### config.mk
export PLATFORM = sky130hd
export DESIGN_NAME = imm_extend_pipe_flat
export DESIGN_NICKNAME = d
export VERILOG_FILES = /design/src/rtl/imm_extend_pipe_if.sv /design/src/rtl/imm_extend_pipe.sv /design/src/flat_wrapper.sv
export SDC_FILE = /design/constraint.sdc
export NUM_CORES = 1
export LEC_CHECK = 0
export BUFFER_PORTS_ARGS = -buffer_cell sky130_fd_sc_hd__buf_4
export CAP_MARGIN = 20
export CORE_UTILIZATION = 25
export DETAILED_ROUTE_END_ITERATION = 10
export GPL_ROUTABILITY_DRIVEN = 0
export PLACE_DENSITY = 0.52
export SETUP_SLACK_MARGIN = 0.15
export SLEW_MARGIN = 20
export SYNTH_ARGS = -nofsm -noshare
export SYNTH_HDL_FRONTEND = slang
export SYNTH_SLANG_ARGS = --single-unit
### constraint.sdc
create_clock -name clock -period 1.5 [get_ports clock]
set_input_delay 0.225 -clock clock [delete_from_list [all_inputs] [get_ports clock]]
set_output_delay 0.225 -clock clock [all_outputs]
set_load 0.005 [all_outputs]
### src/rtl/imm_extend_pipe_if.sv
// Handshake bundle for imm_extend_pipe: raw immediate in, extended constant out.
// The design attaches through the slave modport; the producer/consumer side uses master.
interface imm_extend_pipe_if #(
  parameter int DATA_W = 16,
  parameter int IMM_W  = 12
);
  logic              in_valid;
  logic              in_ready;
  logic [2:0]        ctrl;
  logic [IMM_W-1:0]  imm;
  logic              out_valid;
  logic              out_ready;
  logic [DATA_W-1:0] out_data;
  logic              out_illegal;
  logic              pfx_pending;

  modport slave (
    input  in_valid, ctrl, imm, out_ready,
    output in_ready, out_valid, out_data, out_illegal, pfx_pending
  );

  modport master (
    output in_valid, ctrl, imm, out_ready,
    input  in_ready, out_valid, out_data, out_illegal, pfx_pending
  );
endinterface

### src/rtl/imm_extend_pipe.sv
// Registered, handshaked immediate extender (decode -> execute), one output stage.
// Optional prefix mode (ctrl 101 glues two immediates) is built when IMM_EXT_PREFIX_EN is defined.
module imm_extend_pipe #(
  parameter int DATA_W    = 16,
  parameter int IMM_W     = 12,
  parameter int PFX_SHIFT = 8
) (
  input  logic             clock,
  input  logic             reset,
  input  logic             flush,
  imm_extend_pipe_if.slave bus
);

  function automatic logic [DATA_W-1:0] sext_low(input logic [IMM_W-1:0] v);
    logic signed [IMM_W-2:0]  s;
    logic signed [DATA_W-1:0] r;
    s = v[IMM_W-2:0];
    r = s;
    return r;
  endfunction

  function automatic logic [DATA_W-1:0] sext_full(input logic [IMM_W-1:0] v);
    logic signed [IMM_W-1:0]  s;
    logic signed [DATA_W-1:0] r;
    s = v;
    r = s;
    return r;
  endfunction

  function automatic logic [DATA_W-1:0] sext_byte(input logic [IMM_W-1:0] v);
    logic signed [7:0]        s;
    logic signed [DATA_W-1:0] r;
    s = v[7:0];
    r = s;
    return r;
  endfunction

  function automatic logic [DATA_W-1:0] zext_full(input logic [IMM_W-1:0] v);
    logic [DATA_W-1:0] r;
    r = '0;
    r[IMM_W-1:0] = v;
    return r;
  endfunction

  function automatic logic [DATA_W-1:0] byte_high(input logic [IMM_W-1:0] v);
    logic [DATA_W-1:0] r;
    r = '0;
    r[DATA_W-1 -: 8] = v[7:0];
    return r;
  endfunction

  // Prefix bits shifted past DATA_W are dropped; the low part is always zero-extended.
  function automatic logic [DATA_W-1:0] merge_pfx(input logic [IMM_W-1:0] p,
                                                  input logic [IMM_W-1:0] v);
    logic [DATA_W-1:0] hi;
    logic [DATA_W-1:0] lo;
    hi = '0;
    hi[IMM_W-1:0] = p;
    hi = hi << PFX_SHIFT;
    lo = '0;
    lo[PFX_SHIFT-1:0] = v[PFX_SHIFT-1:0];
    return hi | lo;
  endfunction

  // Returns {illegal, data}; 101 lands in default and is illegal unless the prefix path claims it.
  function automatic logic [DATA_W:0] extend(input logic [2:0] c, input logic [IMM_W-1:0] v);
    case (c)
      3'b000:  return {1'b0, sext_low(v)};
      3'b001:  return {1'b0, zext_full(v)};
      3'b010:  return {1'b0, byte_high(v)};
      3'b011:  return {1'b0, sext_byte(v)};
      3'b100:  return {1'b0, sext_full(v)};
      default: return {1'b1, {DATA_W{1'b0}}};
    endcase
  endfunction

  logic              vld_p1;
  logic [DATA_W-1:0] data_p1;
  logic              ill_p1;

  logic              accept;
  logic              load_pfx;
  logic              beat_ill;
  logic [DATA_W-1:0] beat_data;

`ifdef IMM_EXT_PREFIX_EN
  typedef enum logic {IDLE, HELD} pfx_state_e;
  pfx_state_e        state;
  logic [IMM_W-1:0]  pfx_p1;
`endif

  assign bus.in_ready = !flush && (!vld_p1 || bus.out_ready);
  assign accept       = bus.in_valid && bus.in_ready;

  // ---- p0: decode ctrl and form the candidate beat ----
  always_comb begin
    {beat_ill, beat_data} = extend(bus.ctrl, bus.imm);
    load_pfx = 1'b0;
`ifdef IMM_EXT_PREFIX_EN
    if (bus.ctrl == 3'b101) begin
      load_pfx = 1'b1;
    end else if (state == HELD && !beat_ill) begin
      beat_data = merge_pfx(pfx_p1, bus.imm);
    end
`endif
  end

  // ---- p1: output register and prefix FSM ----
  always_ff @(posedge clock) begin
    if (reset) begin
      vld_p1  <= 1'b0;
      data_p1 <= '0;
      ill_p1  <= 1'b0;
`ifdef IMM_EXT_PREFIX_EN
      state   <= IDLE;
      pfx_p1  <= '0;
`endif
    end else if (flush) begin
      vld_p1  <= 1'b0;
`ifdef IMM_EXT_PREFIX_EN
      state   <= IDLE;
`endif
    end else begin
      if (accept && !load_pfx) begin
        vld_p1  <= 1'b1;
        data_p1 <= beat_data;
        ill_p1  <= beat_ill;
      end else if (bus.out_ready) begin
        vld_p1  <= 1'b0;
      end
`ifdef IMM_EXT_PREFIX_EN
      if (accept) begin
        if (load_pfx) begin
          pfx_p1 <= bus.imm;
          state  <= HELD;
        end else begin
          state  <= IDLE;
        end
      end
`endif
    end
  end

  assign bus.out_valid   = vld_p1;
  assign bus.out_data    = data_p1;
  assign bus.out_illegal = ill_p1;
`ifdef IMM_EXT_PREFIX_EN
  assign bus.pfx_pending = (state == HELD);
`else
  assign bus.pfx_pending = 1'b0;
`endif

endmodule
### src/flat_wrapper.sv
// flat-port wrapper written by rule: the top's interface ports become plain ports
module imm_extend_pipe_flat 
#(
  parameter int DATA_W    = 16,
  parameter int IMM_W     = 12,
  parameter int PFX_SHIFT = 8
)
  (clock, reset, flush, bus_in_valid, bus_ctrl, bus_imm, bus_out_ready, bus_in_ready, bus_out_valid, bus_out_data, bus_out_illegal, bus_pfx_pending);
  imm_extend_pipe_if #(.DATA_W(DATA_W), .IMM_W(IMM_W)) bus_i ();
  input  logic clock;
  input  logic reset;
  input  logic flush;
  input wire logic [$bits(bus_i.in_valid)-1:0] bus_in_valid;
  input wire logic [$bits(bus_i.ctrl)-1:0] bus_ctrl;
  input wire logic [$bits(bus_i.imm)-1:0] bus_imm;
  input wire logic [$bits(bus_i.out_ready)-1:0] bus_out_ready;
  output wire logic [$bits(bus_i.in_ready)-1:0] bus_in_ready;
  output wire logic [$bits(bus_i.out_valid)-1:0] bus_out_valid;
  output wire logic [$bits(bus_i.out_data)-1:0] bus_out_data;
  output wire logic [$bits(bus_i.out_illegal)-1:0] bus_out_illegal;
  output wire logic [$bits(bus_i.pfx_pending)-1:0] bus_pfx_pending;
  assign bus_i.in_valid = bus_in_valid;
  assign bus_i.ctrl = bus_ctrl;
  assign bus_i.imm = bus_imm;
  assign bus_i.out_ready = bus_out_ready;
  assign bus_in_ready = bus_i.in_ready;
  assign bus_out_valid = bus_i.out_valid;
  assign bus_out_data = bus_i.out_data;
  assign bus_out_illegal = bus_i.out_illegal;
  assign bus_pfx_pending = bus_i.pfx_pending;
  imm_extend_pipe #(.DATA_W(DATA_W), .IMM_W(IMM_W), .PFX_SHIFT(PFX_SHIFT)) u_core (.clock(clock), .reset(reset), .flush(flush), .bus(bus_i));
endmodule
======== Word level (Yosys, flattened, before mapping) ========
Index checks and enable logic that the tools add are counted.
storage, ports and cells
  register bits after elaboration ......... 18
  latch bits .............................. 0
  memory bits (writable) .................. 0
  bits in read-only memories .............. 0
  bits of input ports ..................... 20
  output and inout bits ................... 20
  memories kept ........................... 0
cells by class
  add/subtract/negate cells ............... 0
  multiply operators ...................... 0
  divide/modulo/power cells ............... 0
  order comparisons ....................... 0
  equality and inequality tests ........... 4
  shift-type cells ........................ 0
  muxes and demuxes ....................... 3
  bitwise logic cells ..................... 1
  reduce and logical (&&, ||, !) cells .... 9
operators with widths
  kind                count
  $pmux 17 s5         1
  $eq 3x2->1 const B  2
  $eq 3x1->1 const B  1
  $eq 3x3->1 const B  1
  $logic_not 3->1     1
  $logic_and 1x1->1   2
  $logic_not 1->1     2
  $mux 1              2
  $reduce_and 2->1    1
  $reduce_bool 2->1   1
  $reduce_or 2->1     1
  $logic_or 1x1->1    1
  $not 1->1           1

======== Longest topological paths before layout ========
Gate-level depths: netlist (run 1).
  word-level depth ........................ 5
  depth in mapped cells ................... 6

======== Worst setup path before layout (run 1) ========
OpenSTA, ideal clock, no wires.
  kind .................................... reg-to-reg
  start ................................... register u_core.vld_p1 (netlist: u_core.bus.out_valid)
  end ..................................... register u_core.data_p1[10] (netlist: u_core.bus.out_data[10])
  library setup time ...................... 0.128 ns
  arrival time ............................ 1.004 ns
  required time ........................... 1.372 ns
  path slack .............................. 0.368 ns
  stages on the path, launching flop included .. 7
  path buffers ............................ 2
  cells stage by stage .................... dfxtp_1 > nand2b_1 > and3_1 > buf_4 > buf_4 > nor2_1 > nor3_2
between the ends
  word-level cells in the longest chain between the ends .. 5
RTL lines
  what                        line                    source
  start, declared             imm_extend_pipe.sv:77   logic vld_p1;
  start signal, assigned      imm_extend_pipe.sv:111  vld_p1 <= 1'b0;
  start signal, assigned      imm_extend_pipe.sv:119  vld_p1 <= 1'b0;
  start signal, assigned      imm_extend_pipe.sv:125  vld_p1 <= 1'b1;
  $logic_not 1->1             imm_extend_pipe.sv:92   assign bus.in_ready = !flush && (!vld_p1 || bus.out_ready);
  $logic_or 1x1->1            imm_extend_pipe.sv:92
  $logic_and 1x1->1           imm_extend_pipe.sv:92
  $logic_and 1x1->1           imm_extend_pipe.sv:93   assign accept = bus.in_valid && bus.in_ready;
  $reduce_and 2->1 (no line)  n/a
  end signal, assigned        imm_extend_pipe.sv:126  data_p1 <= beat_data;
  end, declared               imm_extend_pipe.sv:78   logic [DATA_W-1:0] data_p1;
No other way between the ends.
A chain may end at the register's enable or synchronous reset.

======== Worst setup path after layout (run 1) ========
  start ................................... register u_core.vld_p1 (netlist: u_core.bus.out_valid)
  end ..................................... output bus_in_ready
between the ends
  word-level cells in the longest chain between the ends .. 3
RTL lines
  what               line                   source
  $logic_not 1->1    imm_extend_pipe.sv:92
  $logic_or 1x1->1   imm_extend_pipe.sv:92
  $logic_and 1x1->1  imm_extend_pipe.sv:92
  end, declared      flat_wrapper.sv:17     output wire logic [$bits(bus_i.in_ready)-1:0] bus_in_ready;
No other way between the ends.

==> impl_metrics.py, run 1 <==
metrics = {
    "run_status": {
        "status": "complete, no violations",
    },
    "floorplanning": {
        "dieArea_um2": 3920,
        "chipHeight_um": 62.6,
        "start_util_pct": 26.8,
        "die_w_um": 62.6,
        "fp-row-count": 21,
        "pin_count": 40,
        "core_um2": 3420,
    },
    "timing": {
        "clock_skew_ns": 0.00296,
        "finalSetupViolations": 0,
        "worst_hold_slack_ns": 0.0908,
        "fin_ws_ns": 0.270,
        "layout_min_cycle_time_ns": 1.23,
        "post-route-period-util_pct": 82.0,
        "rsz0062_at_grt": "no",
        "finalHoldViolations": 0,
        "finalSetupTns_ns": 0,
        "max_freq_ghz": 0.813,
        "drv_slew": 0,
    },
    "final_layout": {
        "syn_to_final_growth_pct": 35.7,
        "n_antenna_cell": 0,
        "nNetsFinal": 163,
        "final_area_um2": 1240,
        "fin_cells": 188,
        "layout-drive-gt1-share_pct": 38.7,
    },
    "clocking": {
        "htreeDepth": 1,
        "clkTransAtPathRegs_ns": 0.11,
        "cts_tree": "done",
        "numCtsBuffers": 3,
        "cts_max_path_buffers": 2,
        "insertion_delay_ns": 0.30,
        "cts_root_buffer": "clkbuf_4",
        "cts.sinks": 18,
    },
    "setup_path": {
        "critPathMaxFanout": 3,
        "arrival_ns": 1.00,
        "required_ns": 1.27,
        "critPathSlowestCell": "dfxtp_1",
        "reg2reg_from": "u_core.bus.out_valid$_SDFFE_PP0P_",
        "path_cells": "nor2b_2 > nor2_1 > buf_4",
        "critPathCaptureType": "primary output",
        "startpoint": "u_core.bus.out_valid$_SDFFE_PP0P_",
        "crit_path_start_kind": "register",
        "cp_slowest_stage_delay_ns": 0.37,
        "crit_type": "reg -> out",
        "cpLargestDelayFamily": "flip-flops",
        "critical_path_buf_inv_count": 1,
    },
    "synth": {
        "yosysUniqueCellTypes": 30,
        "syn_avg_cell_area_um2": 8.49,
        "yosysSeqAreaShare_pct": 39.3,
        "synth_common_cells": "18 x dfxtp_1, 13 x a21oi_1, 10 x nand2_1, 10 x nand3_1, 10 x nor2_1",
        "synth_area_leaders": "dfxtp_1 39%, a21oi_1 7.1%, mux2i_1 5.5%",
        "yosysTopAreaCell": "dfxtp_1",
        "netlist_instances": 108,
        "ys_ff_latch": 18,
        "synth_most_common_cell": "dfxtp_1",
        "syn-num-nets": 128,
        "synth_top_area_share_pct": 39.3,
        "synth_edf_count": 0,
        "ys.flop_type": "dfxtp_1",
        "ys.warnings.count": 0,
        "synthArstFlopShare_pct": 0,
        "netlist_area_um2": 917,
    },
    "min_path": {
        "hp-class": "in -> reg",
        "worstHoldStart": "flush",
    },
    "global_routing": {
        "grt_pass1_wl_mm": 4.00,
        "overflow": 0,
        "grt_use_total_pct": 12.8,
        "antenna_found_initial": 0,
        "grt_max_degree": 18,
        "grt_pass1_vias": 833,
    },
    "routing": {
        "drt_pre_antenna_iters": 4,
        "wl_per_cell_um": 12.9,
        "totalWireLength_mm": 2.42,
        "num_vias": 894,
        "antenna_left": 0,
        "viasPerCell": 4.76,
        "drc": 0,
        "initialDrtViolationCount": 29,
    },
    "pwr": {
        "p_switching_mw": 0.281,
        "p_int_mw": 0.748,
        "power.static_leakage_nw": 0.511,
        "p_sw_share_pct": 27.3,
        "powerDensity_nw_per_um2": 826,
        "pwr-share-comb_pct": 20.2,
        "clkPwrFrac_pct": 30.4,
        "seqPwrFrac_pct": 49.4,
        "ir_drop_uv": 276,
    },
    "placement": {
        "dpl.hpwl_mm": 1.79,
        "place_area_um2": 1200,
        "dp_cells": 184,
        "port_buffers": 38,
        "pre_cts_slack_ns": 0.0907,
    },
    "run": {
        "max-cap-violations": 0,
    },
}
placed cells by master (no fill, tap or decap), drive strengths merged:
cell type / netlist / final
a211oi: 7 / 7
a21oi: 14 / 14
a311oi: 1 / 1
and3: 1 / 1
buf: 7 / 39
clkbuf: 2 / 4
conb: 1 / 1
dfxtp: 18 / 18
inv: 2 / 2
mux2i: 6 / 6
nand2: 10 / 10
nand2b: 1 / 1
nand3: 10 / 10
nand3b: 1 / 1
nand4b: 1 / 1
nor2: 13 / 13
nor2b: 1 / 1
nor3: 5 / 5
nor3b: 1 / 1
o21ai: 2 / 2
o2bb2ai: 3 / 3
or2: 1 / 1
flip-flops by register name (all words and copies together) (netlist names):
register / flops
u_core.bus.out_data: 16
u_core.bus.out_valid: 1
u_core.bus.out_illegal: 1
worst paths after layout:
kind,cells past startpoint,to,slack (ns)
max,3,bus_in_ready,0.27
min reg2reg,2,u_core.bus.out_data[0]$_SDFFE_PP0P_,0.46
min,2,u_core.bus.out_valid$_SDFFE_PP0P_,0.09
max reg2reg,4,u_core.bus.out_data[15]$_SDFFE_PP0P_,0.28
worst reg2reg max path: stages, from the launching register on:
cell	delay, ns
dfxtp_1	0.34
nand2b_1	0.08
nand3_1	0.26
a311oi_1	0.34
nor3_1	0.08
layer usage:
| layer | vias up | track usage (%) | share of wire, % |
|---|---|---|---|
| li1 | 451 | - | - |
| met4 | 0 | 6.10 | 0.78 |
| met1 | 414 | 16.7 | 47 |
| met2 | 27 | 20.1 | 46 |
| met3 | 2 | 2.74 | 6.1 |
| met5 | - | 0 | 0 |
logic make-up after synthesis:
family / count (synthesis) / share of synthesized area [%]
simple gates: 45 / 24.6
compound gates: 27 / 20.2
flops: 18 / 39.3
buf+inv: 11 / 7.64
mux: 6 / 7.91
other cells: 1 / 0.409
stage by stage:
step / util (%) / total power, mW
5_1_grt: 36.4 / 1.08
4_1_cts: 36.4 / 1.04
2_1_floorplan: - / 0.635
3_5_place_dp: 35.3 / 0.727
3_3_place_gp: 35.3 / 0.724
6_report: 36.4 / 1.03
power groups by stage:
stage / clock network [mW] / logic (mW) / registers [mW]
final: 0.312 / 0.208 / 0.508
after detailed placement: 0 / 0.208 / 0.519
after floorplan: 0 / 0.116 / 0.520
after global placement: 0 / 0.206 / 0.518
after CTS: 0.323 / 0.210 / 0.508
after global routing: 0.346 / 0.228 / 0.510
layout make-up:
class                   count  area, um^2
clock buffers               4        36.3
fillers                   384        2170
inverters                   2        7.51
multi-input cells          79         490
flip-flops and latches     18         360
well taps                  46        57.6
repair buffers             39         293
timing repair:
action | in CTS | in global routing
buffers inserted | 0 | 0
pin swaps | 0 | 0
resized for setup | 1 | 1
hold buffers | 0 | 0
endpoints found under the setup margin | 4 | 1
Note: power is estimated with default switching activity, not from simulation.
==> run 2, diff against run 1 <==
--- a/config.mk
+++ b/config.mk
@@ -5,12 +5,13 @@
 export SDC_FILE = /design/constraint.sdc
 export NUM_CORES = 1
 export LEC_CHECK = 0
+export ABC_AREA = 1
 export BUFFER_PORTS_ARGS = -buffer_cell sky130_fd_sc_hd__buf_4
 export CAP_MARGIN = 20
 export CORE_UTILIZATION = 25
 export DETAILED_ROUTE_END_ITERATION = 10
 export GPL_ROUTABILITY_DRIVEN = 0
-export PLACE_DENSITY = 0.52
+export PLACE_DENSITY = 0.53
 export SETUP_SLACK_MARGIN = 0.15
 export SLEW_MARGIN = 20
 export SYNTH_ARGS = -nofsm -noshare
==> constraint.sdc (replaced) <==
create_clock -name clock -period 1.1 [get_ports clock]
set_input_delay 0.165 -clock clock [delete_from_list [all_inputs] [get_ports clock]]
set_output_delay 0.165 -clock clock [all_outputs]
set_load 0.005 [all_outputs]
==> run 2 against run 1 <==
Compared with the run above: the flow now finishes with violations (negative setup slack); via count grew 7.5%; worst setup slack worse by 0.30 ns; worst hold slack got worse by 0.049 ns; wire length rose by 4.1%; area after synthesis shrank 2.0%; clock skew up 0.0073 ns; final cell count up 15%; cell area is 16% higher; sequential power grew 36%; clock power grew 33%; largest cell class unchanged; largest power group unchanged; highest routed layer is now met3.
==> impl_metrics.py, run 2 <==
metrics = {
    "clocking": {
        "insertion_delay_ns": 0.30,
        "htreeDepth": 1,
        "cts_max_path_buffers": 2,
        "ctsHoldBuffers": 0,
        "cts_root_buffer": "clkbuf_4",
        "cts.sinks": 18,
        "cts_tree": "done",
        "numCtsBuffers": 3,
        "clkTransAtPathRegs_ns": 0.11,
    },
    "setup_path": {
        "required_ns": 0.94,
        "cp_slowest_stage_delay_ns": 0.34,
        "r2r_cells": 7,
        "critPathCaptureType": "primary output",
        "startpoint": "u_core.bus.out_valid$_SDFFE_PP0P_",
        "reg2reg_from": "u_core.bus.out_valid$_SDFFE_PP0P_",
        "crit_type": "reg -> out",
        "path_common_cell": "nor2_4",
        "arrival_ns": 0.96,
        "critPathMaxFanout": 2,
        "crit_path_start_kind": "register",
        "path_cells": "inv_2 > nor2_4 > nor2_4 > buf_6",
        "critPathSlowestCell": "dfxtp_2",
    },
    "synth": {
        "synthArstFlopShare_pct": 0,
        "yosysSeqAreaShare_pct": 40.1,
        "yosysUniqueCellTypes": 23,
        "synth_most_common_cell": "nand2_1",
        "netlist_instances": 127,
        "syn-num-nets": 147,
        "syn_avg_cell_area_um2": 7.07,
        "ys_ff_latch": 18,
        "ys.flop_type": "dfxtp_1",
        "synth_top_area_share_pct": 40.1,
        "ys.warnings.count": 0,
        "synth_common_cells": "38 x nand2_1, 18 x dfxtp_1, 17 x a21oi_1, 13 x nand3_1, 10 x inv_1",
        "yosysTopAreaCell": "dfxtp_1",
        "netlist_area_um2": 898,
        "synth_area_leaders": "dfxtp_1 40%, nand2_1 16%, a21oi_1 9.5%",
        "synth_edf_count": 0,
    },
    "final_layout": {
        "mostFrequentLayoutCells": "32 x nand2_1, 32 x buf_4, 16 x dfxtp_2, 11 x a21oi_1, 11 x buf_6",
        "fin_cells": 217,
        "final_util_pct": 42.6,
        "nNetsFinal": 192,
        "fill_cells": 363,
        "syn_to_final_growth_pct": 60.7,
        "largest_register_ffs": 16,
        "n_antenna_cell": 0,
        "layout-drive-gt1-share_pct": 58.5,
    },
    "run": {
        "max-cap-violations": 0,
    },
    "floorplanning": {
        "pin_count": 40,
        "core_um2": 3390,
        "start_util_pct": 26.5,
        "die_w_um": 61.9,
        "chipHeight_um": 61.9,
        "fp-row-count": 21,
        "dieArea_um2": 3840,
    },
    "min_path": {
        "worstHoldStart": "flush",
        "whs_path_depth": 2,
        "hp-class": "in -> reg",
    },
    "timing": {
        "max_freq_ghz": 0.885,
        "post-route-period-util_pct": 103,
        "rsz0062_at_grt": "yes",
        "finalSetupViolations": 8,
        "finalHoldViolations": 0,
        "clock_skew_ns": 0.0103,
        "slew_headroom_pct": 63.6,
        "worstMarginPinSlew_ns": 0.546,
        "fin_ws_ns": -0.0299,
        "drv_slew": 0,
        "worst_hold_slack_ns": 0.0418,
        "layout_min_cycle_time_ns": 1.13,
    },
    "global_routing": {
        "antenna_found_initial": 0,
        "grt_max_degree": 19,
        "grt_pass1_vias": 898,
        "grt_use_total_pct": 13.7,
        "grt_pass1_wl_mm": 3.86,
        "overflow": 0,
    },
    "placement": {
        "dp_cells": 207,
        "dpl.hpwl_mm": 1.81,
        "port_buffers": 38,
    },
    "routing": {
        "num_vias": 961,
        "initialDrtViolationCount": 14,
        "totalWireLength_mm": 2.52,
        "antenna_left": 0,
        "drt_pre_antenna_iters": 4,
        "wl_per_cell_um": 11.6,
        "drc": 0,
        "viasPerCell": 4.43,
    },
    "pwr": {
        "powerDensity_nw_per_um2": 979,
        "ir_drop_uv": 668,
        "power_mw": 1.41,
        "power.static_leakage_nw": 0.648,
    },
    "run_status": {
        "status": "complete, but fails checks",
        "failed_checks": "negative setup slack",
    },
}
[run 2: changes by cell type after synthesis, moves of 4 or more]
| cell | delta |
|---|---|
| nand2_1 | +28 |
| inv_1 | +8 |
| a211oi_1 | -5 |
| mux2i_1 | -5 |
| nor2_1 | -5 |
| a21oi_1 | +4 |
[run 2: critical path, delay by kind of cell, from the launching register on]
family / cells / cell delay, ns
buf+inv: 2 / 0.17
simple gates: 2 / 0.15
flops: 1 / 0.34
[run 2: through the flow]
step / setup WS, ns / TNS (ns) / instance area, um^2
2_1_floorplan: 0.0298 / 0 / 922
3_3_place_gp: 0.0218 / 0 / 1240
3_5_place_dp: -0.00946 / -0.0190 / 1240
4_1_cts: -0.0302 / -0.0586 / 1340
5_1_grt: -0.111 / -1.14 / 1440
6_report: -0.0299 / -0.0982 / 1440
[run 2: timing repair]
action	in CTS	in global routing
endpoints found under the setup margin	19	35
cloned	1	0
buffers inserted	3	2
resized for setup	13	31
endpoints found under the hold margin	0	0
pin swaps	5	1
[run 2: power breakdown]
| group | total (mW) | internal (mW) | leakage (nW) | switching (mW) |
|---|---|---|---|---|
| combinational | 0.308 | 0.147 | 0.473 | 0.161 |
| sequential | 0.691 | 0.677 | 0.154 | 0.0138 |
| clock | 0.414 | 0.202 | 0.0210 | 0.212 |
[run 2: final timing paths]
| check | to | slack (ns) |
|---|---|---|
| worst min-delay path | u_core.bus.out_valid$_SDFFE_PP0P_ | 0.04 |
| worst max register to register | u_core.bus.out_data[8]$_SDFFE_PP0P_ | -0.03 |
| worst min register to register | u_core.bus.out_data[14]$_SDFFE_PP0P_ | 0.46 |
| worst max-delay path | bus_in_ready | -0.03 |
[run 2: kinds of logic (layout without fill, tap and decap cells)]
group,Yosys count,count (layout),synth area share [%]
simple gates,67,67,34.7
buf+inv,18,62,11.1
compound gates,23,23,13.6
other cells,1,1,0.417
flops,18,18,40.1
[run 2: layer usage]
metal | GRT usage (%) | part of all wire, % | up-vias
met3 | 4.35 | 5.6 | 0
met2 | 24.9 | 47 | 34
met4 | 1.27 | 0 | 0
met1 | 16.1 | 47 | 435
met5 | 0 | 0 | -
li1 | - | - | 492
[run 2: layout make-up]
type	instances	area, um^2	area share [%]
inverters	13	56.3	3.90
flip-flops and latches	18	380	26.3
clock buffers	4	36.3	2.51
repair inverters	1	8.76	0.607
multi-input cells	91	520	36.0
repair buffers	44	384	26.6
well taps	46	57.6	3.99
==> run 3, diff against run 2 <==
--- a/config.mk
+++ b/config.mk
@@ -12,7 +12,7 @@
 export DETAILED_ROUTE_END_ITERATION = 10
 export GPL_ROUTABILITY_DRIVEN = 0
 export PLACE_DENSITY = 0.53
-export SETUP_SLACK_MARGIN = 0.15
+export SETUP_SLACK_MARGIN = 0.4
 export SLEW_MARGIN = 20
 export SYNTH_ARGS = -nofsm -noshare
 export SYNTH_HDL_FRONTEND = slang
==> run 3 against run 2 <==
Compared with the run above: the flow still finishes with violations (negative setup slack); cell area is 12% higher; sequential share of layout area is 2.6 points lower; critical path depth is 4 higher; global-route usage is 1.3 points higher; maximum frequency is 0.76% lower; core utilization is 5.0 points higher; clock skew is 0.0071 ns lower.
==> impl_metrics.py, run 3 (same netlist as run 2, synthesis figures left out) <==
metrics = {
    "floorplanning": {
        "die_w_um": 61.9,
        "chipHeight_um": 61.9,
        "pin_count": 40,
        "start_util_pct": 26.5,
        "dieArea_um2": 3840,
        "fp-row-count": 21,
        "core_um2": 3390,
    },
    "global_routing": {
        "overflow": 0,
        "antenna_found_initial": 0,
        "grt_use_total_pct": 15.0,
        "grt_pass1_wl_mm": 4.15,
        "grt_max_degree": 19,
        "grt_pass1_vias": 958,
    },
    "routing": {
        "wl_per_cell_um": 11.6,
        "drc": 0,
        "initialDrtViolationCount": 24,
        "totalWireLength_mm": 2.65,
        "drt_pre_antenna_iters": 4,
        "antenna_left": 0,
        "routed.top_layer": "met4",
        "dr_wl_met2_mm": 1.22,
        "wl_met1_mm": 1.20,
        "viasPerCell": 4.37,
        "num_vias": 1000,
        "met3_length_um": 184,
    },
    "min_path": {
        "hp-class": "in -> reg",
        "worstHoldStart": "flush",
    },
    "timing": {
        "finalSetupViolations": 17,
        "finalSetupTns_ns": -0.394,
        "worst_hold_slack_ns": 0.0424,
        "finalHoldViolations": 0,
        "post-route-period-util_pct": 104,
        "clock_skew_ns": 0.00320,
        "layout_min_cycle_time_ns": 1.14,
        "drv_slew": 0,
        "fin_ws_ns": -0.0385,
        "max_freq_ghz": 0.878,
        "rsz0062_at_grt": "yes",
    },
    "setup_path": {
        "arrival_ns": 1.33,
        "reg2reg_from": "u_core.bus.out_valid$_SDFFE_PP0P_",
        "critPathMaxFanout": 5,
        "crit_path_start_kind": "register",
        "required_ns": 1.29,
        "startpoint": "u_core.bus.out_valid$_SDFFE_PP0P_",
        "critPathCaptureType": "register",
        "r2r_slack_ns": -0.04,
        "crit_type": "reg -> reg",
    },
    "final_layout": {
        "mostFrequentLayoutCells": "31 x buf_4, 28 x nand2_1, 22 x buf_6, 18 x dfxtp_2, 12 x a21oi_1",
        "syn_to_final_growth_pct": 79.7,
        "final_common_cell": "buf_4",
        "n_antenna_cell": 0,
        "layout-drive-gt1-share_pct": 62.3,
        "final_util_pct": 47.6,
        "nNetsFinal": 204,
        "final_area_um2": 1610,
        "largest_register_ffs": 16,
    },
    "pwr": {
        "ir_drop_uv": 420,
        "p_sw_share_pct": 27.1,
        "seqPwrFrac_pct": 47.2,
        "clkPwrFrac_pct": 28.1,
        "p_switching_mw": 0.399,
        "pwr-share-comb_pct": 24.7,
        "p_int_mw": 1.07,
        "power.static_leakage_nw": 0.741,
        "powerDensity_nw_per_um2": 911,
    },
    "run": {
        "max-cap-violations": 0,
    },
    "clocking": {
        "clkTransAtPathRegs_ns": 0.10,
        "cts.sinks": 18,
        "insertion_delay_ns": 0.30,
        "cts_max_path_buffers": 2,
        "numCtsBuffers": 3,
        "cts_tree": "done",
        "htreeDepth": 1,
        "cts_root_buffer": "clkbuf_4",
        "ctsHoldBuffers": 0,
    },
    "placement": {
        "place_area_um2": 1250,
        "port_buffers": 38,
        "dpl.hpwl_mm": 1.79,
    },
    "run_status": {
        "status": "complete, but fails checks",
        "failed_checks": "negative setup slack",
    },
}
[run 3: changes by cell type in the layout (fill, tap and decap cells not counted), sizes merged]
cell / previous run / this run
buf: 44 / 56
inv: 14 / 13
clkinv: 0 / 1
[run 3: layout make-up]
| type | instances | area [um^2] |
|---|---|---|
| Timing Repair Buffer | 56 | 548 |
| Inverter | 13 | 61.3 |
| Tap cell | 46 | 57.6 |
| Clock buffer | 4 | 36.3 |
| Fill cell | 339 | 1780 |
| Timing Repair inverter | 1 | 11.3 |
| Sequential cell | 18 | 383 |
| Multi-Input combinational cell | 91 | 517 |
[run 3: metrics by stage]
step                      setup WS (ns)  instances  power, mW
final                           -0.0385        229       1.47
after global routing             -0.105        229       1.56
after CTS                       -0.0238        223       1.46
after detailed placement         0.0214        208      0.969
after global placement           0.0485        208      0.964
after floorplan                  0.0300        127      0.838
[run 3: critical path, cell delays in order (launching register included)]
cell and delay (ns):
dfxtp_2 0.33, inv_2 0.06, nor2_4 0.04, nor2_4 0.13, nand2_4 0.08, buf_12 0.15
buf_12 0.13, nand2_2 0.06, a21oi_2 0.04
[run 3: power by group through the flow]
stage / sequential [mW] / combinational, mW / clock (mW)
finish: 0.695 / 0.364 / 0.413
global route: 0.697 / 0.399 / 0.460
CTS: 0.695 / 0.340 / 0.429
detailed placement: 0.701 / 0.267 / 0
global placement: 0.700 / 0.264 / 0
floorplan: 0.702 / 0.136 / 0
[run 3: final timing paths]
path / endpoint / cells after the start
hold reg to reg: u_core.bus.out_data[7]$_SDFFE_PP0P_ / 2
hold / removal: u_core.bus.out_valid$_SDFFE_PP0P_ / 2
setup reg to reg: u_core.bus.out_data[11]$_SDFFE_PP0P_ / 8
setup / recovery: u_core.bus.out_data[11]$_SDFFE_PP0P_ / 8
[run 3: routing by layer]
layer	vias to the layer above	global-route usage (%)
met5	-	0
met4	0	6.67
met3	5	3.31
met2	42	24.6
met1	435	18.7
li1	518	-
[run 3: what timing repair did]
action,CTS,global route
gates resized for setup,48,13
endpoints found under the setup margin,37,37
pin swaps,12,7
cloned,2,0
buffers inserted,9,6
